### src/rtl/march_addr_seq_pkg.sv
// march_addr_seq_pkg: shared constants and the state encoding for the march
// address sequencer and its counter.
package march_addr_seq_pkg;

    localparam int ADDR_WIDTH_DFLT = 8;

    typedef enum logic [1:0] {
        ST_IDLE = 2'd0,
        ST_RUN  = 2'd1,
        ST_DONE = 2'd2
    } state_t;

    localparam logic DIR_UP   = 1'b0;
    localparam logic DIR_DOWN = 1'b1;

endpackage

### src/rtl/march_addr_cnt.sv
// march_addr_cnt: binary up/down address counter with load, enable and
// terminal compare against the range bounds.
module march_addr_cnt #(
    parameter int                    ADDR_WIDTH = 8,
    parameter logic [ADDR_WIDTH-1:0] ADDR_MIN   = '0,
    parameter logic [ADDR_WIDTH-1:0] ADDR_MAX   = '1
) (
    input  logic                  clk,
    input  logic                  rst,
    input  logic                  load,
    input  logic [ADDR_WIDTH-1:0] load_val,
    input  logic                  en,
    input  logic                  dir_down,
    output logic [ADDR_WIDTH-1:0] cnt,
    output logic [ADDR_WIDTH-1:0] cnt_nxt,
    output logic                  at_max,
    output logic                  at_min
);

    // NOTE: cnt_nxt is given its hold value before any branch, so no path leaves it unassigned and no latch is inferred.
    always_comb begin
        cnt_nxt = cnt;
        if (load) begin
            cnt_nxt = load_val;
        end else if (en) begin
            cnt_nxt = dir_down ? cnt - 1'b1 : cnt + 1'b1;
        end
    end

    // NOTE: state registers use non-blocking assignments so every flop samples pre-edge values.
    always_ff @(posedge clk) begin
        if (rst) begin
            cnt <= ADDR_MIN;
        end else begin
            cnt <= cnt_nxt;
        end
    end

    assign at_max = (cnt == ADDR_MAX);
    assign at_min = (cnt == ADDR_MIN);

endmodule

### src/rtl/march_addr_seq.sv
// march_addr_seq: registered address sequencer for one PMBIST march element.
// Define PMBIST_GRAY_ADDR_EN to present addr as the Gray code of the binary counter.
module march_addr_seq
    import march_addr_seq_pkg::*;
#(
    parameter int                    ADDR_WIDTH = ADDR_WIDTH_DFLT,
    parameter logic [ADDR_WIDTH-1:0] ADDR_MIN   = '0,
    parameter logic [ADDR_WIDTH-1:0] ADDR_MAX   = '1
) (
    input  logic                  clk,
    input  logic                  rst,
    input  logic                  start,
    input  logic                  dir,
    input  logic                  step,
    output logic [ADDR_WIDTH-1:0] addr,
    output logic                  busy,
    output logic                  lu_out,
    output logic                  ld_out,
    output logic                  done
);

    state_t                state, state_nxt;
    logic                  dir_q, dir_nxt;
    logic                  cnt_load, cnt_en, term;
    logic                  at_max, at_min;
    logic [ADDR_WIDTH-1:0] cnt, cnt_nxt, load_val;

    assign term     = (dir_q == DIR_DOWN) ? at_min : at_max;
    assign load_val = (dir == DIR_DOWN) ? ADDR_MAX : ADDR_MIN;

    always_comb begin
        state_nxt = state;
        dir_nxt   = dir_q;
        cnt_load  = 1'b0;
        cnt_en    = 1'b0;
        unique case (state)
            ST_IDLE: begin
                if (start) begin
                    state_nxt = ST_RUN;
                    dir_nxt   = dir;
                    cnt_load  = 1'b1;
                end
            end
            ST_RUN: begin
                // Stepping at the terminal address ends the element instead of moving the counter.
                if (step) begin
                    if (term) state_nxt = ST_DONE;
                    else      cnt_en    = 1'b1;
                end
            end
            ST_DONE: state_nxt = ST_IDLE;
            default: state_nxt = ST_IDLE;
        endcase
    end

    march_addr_cnt #(
        .ADDR_WIDTH (ADDR_WIDTH),
        .ADDR_MIN   (ADDR_MIN),
        .ADDR_MAX   (ADDR_MAX)
    ) u_cnt (
        .clk      (clk),
        .rst      (rst),
        .load     (cnt_load),
        .load_val (load_val),
        .en       (cnt_en),
        .dir_down (dir_q),
        .cnt      (cnt),
        .cnt_nxt  (cnt_nxt),
        .at_max   (at_max),
        .at_min   (at_min)
    );

    // Flags are decoded from next-state values so they line up with the registered address.
    always_ff @(posedge clk) begin
        if (rst) begin
            state  <= ST_IDLE;
            dir_q  <= DIR_UP;
            busy   <= 1'b0;
            lu_out <= 1'b0;
            ld_out <= 1'b0;
            done   <= 1'b0;
        end else begin
            state  <= state_nxt;
            dir_q  <= dir_nxt;
            busy   <= (state_nxt == ST_RUN);
            lu_out <= (state_nxt == ST_RUN) && (dir_nxt == DIR_UP)   && (cnt_nxt == ADDR_MAX);
            ld_out <= (state_nxt == ST_RUN) && (dir_nxt == DIR_DOWN) && (cnt_nxt == ADDR_MIN);
            done   <= (state_nxt == ST_DONE);
        end
    end

`ifdef PMBIST_GRAY_ADDR_EN
    logic [ADDR_WIDTH-1:0] addr_q;

    always_ff @(posedge clk) begin
        if (rst) begin
            addr_q <= ADDR_MIN ^ (ADDR_MIN >> 1);
        end else begin
            addr_q <= cnt_nxt ^ (cnt_nxt >> 1);
        end
    end

    assign addr = addr_q;
`else
    assign addr = cnt;
`endif

endmodule

### config.mk
export PLATFORM = sky130hd
export DESIGN_NAME = march_addr_seq
export DESIGN_NICKNAME = d
export VERILOG_FILES = /design/src/rtl/march_addr_seq_pkg.sv /design/src/rtl/march_addr_cnt.sv /design/src/rtl/march_addr_seq.sv
export SDC_FILE = /design/constraint.sdc
export NUM_CORES = 1
export LEC_CHECK = 0
export CAP_MARGIN = 20
export CORE_MARGIN = 3
export CORE_UTILIZATION = 44
export DETAILED_ROUTE_END_ITERATION = 7
export DONT_BUFFER_PORTS = 1
export GPL_ROUTABILITY_DRIVEN = 1
export HOLD_SLACK_MARGIN = 0.08
export PLACE_DENSITY = 0.62
export SYNTH_ARGS = -nofsm -noshare
export SYNTH_HDL_FRONTEND = slang
export SYNTH_HIERARCHICAL = 1
export SYNTH_SLANG_ARGS = --single-unit
### constraint.sdc
create_clock -name clk -period 3.8 [get_ports clk]
set_input_delay 0.76 -clock clk [delete_from_list [all_inputs] [get_ports clk]]
set_output_delay 0.76 -clock clk [all_outputs]
set_load 0.05 [all_outputs]
==> results.py <==
metrics = {
    "route": {
        "vias_per_cell": 5.95,
        "routed-via-count": 899,
        "drtPass1Iterations": 4,
        "totalWireLength_um": 2310,
        "drt-initial-drc-count": 16,
        "drc": 0,
        "post_drt_wl_per_cell_um": 15.3,
        "postRouteAntennaNets": 0,
    },
    "job": {
        "maxCapViolCount": 0,
    },
    "clocking": {
        "hold_buffers": 0,
        "cts_buffer_depth": 2,
        "cts-root-buf": "clkbuf_4",
        "cts.clk_slew.worst_paths_ns": 0.10,
        "cts_tree": "yes",
        "cts_made_buffers": 3,
        "ctsResizeCount": 0,
        "cts.sinks": 15,
        "cts_setup_buffers": 0,
        "htree_num_levels": 1,
        "worstSkewPairLatency_ns": 0.29,
    },
    "timing": {
        "fmax_ghz": 0.339,
        "fin_crit_sh_pct": 77.5,
        "worstMarginPinSlew_ns": 0.706,
        "setup_viol": 0,
        "finalCriticalPeriod_ns": 2.95,
        "tns_ns": 0,
        "rsz0062_at_grt": "no",
        "holdWs_ns": 0.517,
        "slew_headroom_pct": 52.9,
        "skew_ns": 0.00808,
        "final_max_slew_viol_count": 0,
        "worst_slack_ns": 0.854,
        "final_hold_viol_count": 0,
    },
    "global_routing": {
        "antenna_found_initial": 0,
        "grt_overflow": 0,
        "grt_pass1_wl_um": 3810,
        "grt_use_total_pct": 18.1,
        "grt_start_max_net_pins": 19,
        "grt_pass1_vias": 823,
    },
    "power_and_ir_drop": {
        "p_per_area_nw_per_um2": 368,
        "clockPowerShare_pct": 23.6,
        "internal_power_w": 0.000253,
        "irDropWorstVdd_mv": 0.236,
        "leakagePower_nw": 0.439,
        "swShare_pct": 37.5,
        "p_comb_share_pct": 25.6,
        "seq_power_share_pct": 50.8,
        "p_sw_w": 0.000151,
    },
    "worst_hold_path": {
        "min_from": "rst",
        "hold_class": "in2reg",
    },
    "setup_path": {
        "criticalPathCategory": "reg2reg",
        "cp_max_fo": 13,
        "reg2reg_slack_ns": 0.85,
        "timing.rr.start": "u_cnt/cnt[0]",
        "crit_start": "u_cnt/cnt[0]",
        "critPathArrivalTime_ns": 3.19,
        "cp.required_ns": 4.04,
        "crit_path_end_kind": "register",
        "setup.worst_path.start_class": "register",
    },
    "synth": {
        "ys.warnings.count": 6,
        "synth_ff_type": "dfxtp_1",
        "synth_area_leader_cell": "dfxtp_1",
        "synth_area_per_cell_um2": 8.60,
        "synth_area_leaders": "dfxtp_1, ha_1, nor2_1",
        "ys_seq_area_share_pct": 29.3,
        "synth-edff-count": 0,
        "yosys_register_bits": 15,
        "synthArstFlopShare_pct": 0,
        "synth.most_common_cell": "dfxtp_1",
        "syn_area_um2": 1020,
        "yosys.area.top_type_share_pct": 29.3,
        "syn-instance-count": 119,
        "synth_commonest_cells": "dfxtp_1, nor2_1, a21oi_1, nand2_1, nor2b_1",
        "synth_nets": 131,
        "synth_cell_type_count": 37,
    },
    "place": {
        "finalWeightedCongestion": 0.878,
        "dpl_cell_area_um2": 1070,
        "hpwl_um": 1820,
        "port-buffer-count": 0,
        "place_ws_ns": 0.851,
    },
    "layout": {
        "layout-drive-gt1-share_pct": 12.9,
        "multi_input_area_um2": 693,
        "antenna_cells": 0,
        "area_delta_synth_final_pct": 7.33,
        "fillers": 207,
        "fin_area_um2": 1100,
        "seqCellArea_um2": 300,
        "nNetsFinal": 137,
    },
    "die": {
        "row_count": 16,
        "fp.dieW_um": 54.2,
        "die_y_um": 54.2,
        "core_um2": 2080,
        "boundaryPins": 17,
        "start_util_pct": 49.2,
        "die_area_um2": 2940,
    },
    "outcome": {
        "status": "finished clean",
    },
}
cell type report:
| cell class | instances | share of cell area [%] |
|---|---|---|
| repair buffers | 3 | 2.05 |
| flip-flops and latches | 15 | 27.3 |
| inverters | 5 | 1.71 |
| clock inverters | 1 | 0.683 |
| multi-input cells | 97 | 63.1 |
| well taps | 27 | 3.08 |
| clock buffers | 3 | 2.05 |
power by group through the flow:
stage          combinational, W  sequential (W)   clock, W
6_report               0.000103        0.000205  0.0000952
5_1_grt                0.000115        0.000208   0.000104
4_1_cts                0.000104        0.000206  0.0000999
3_5_place_dp           0.000103        0.000210          0
3_3_place_gp           0.000101        0.000210          0
2_1_floorplan         0.0000798        0.000209          0
final timing paths:
kind | to | depth (start not counted)
worst max-delay path | lu_out | 10
worst min-delay path | u_cnt/cnt[7] | 1
worst max register to register | lu_out | 10
worst min register to register | state[1] | 2
per-layer routing:
metal	wire length, um	GRT usage, %
met3	161	6.81
met1	1050	23.8
met4	10	4.98
met2	1090	27.5
met5	0	0
critical path: stages, from the launching register on:
cell and delay [ns]:
dfxtp_1 0.79, or4_1 0.22, nor2_1 0.04, mux2i_1 0.31, nor3b_1 0.23, buf_4 0.22
mux2_2 0.35, o21ai_0 0.33, nand4_1 0.14, nor2_1 0.13, and3_1 0.15
layout by cell type, fill, tap and decap left out, types with 3 or more instances in the layout:
master,count
nor2b_1,7
nand4_1,4
nand2_1,7
nor4_1,4
a21oi_1,7
dfxtp_1,15
o21ai_0,6
a211oi_1,4
mux2i_1,4
xnor2_1,5
buf_4,3
clkbuf_4,3
ha_1,6
nor2_1,13
inv_1,5
stage by stage:
stage | power, W | instances | utilization, %
2_1_floorplan | 0.000289 | 119 | -
3_3_place_gp | 0.000311 | 147 | 51.3
3_5_place_dp | 0.000313 | 147 | 51.3
4_1_cts | 0.000409 | 151 | 52.8
5_1_grt | 0.000427 | 151 | 52.8
6_report | 0.000404 | 151 | 52.8
flip-flops by register name (all words and copies together) (netlist names):
signal	flops
dir_q	1
busy	1
lu_out	1
state	2
done	1
u_cnt/cnt	8
ld_out	1
logic make-up after synthesis:
family | count (synthesis) | share of synthesized area [%]
simple gates | 50 | 27.9
compound gates | 29 | 19.8
flops | 15 | 29.3
buf+inv | 7 | 2.93
fa+ha+maj | 7 | 9.29
mux | 6 | 6.48
xor+xnor | 5 | 4.28
Note: power is estimated with default switching activity, not from simulation.
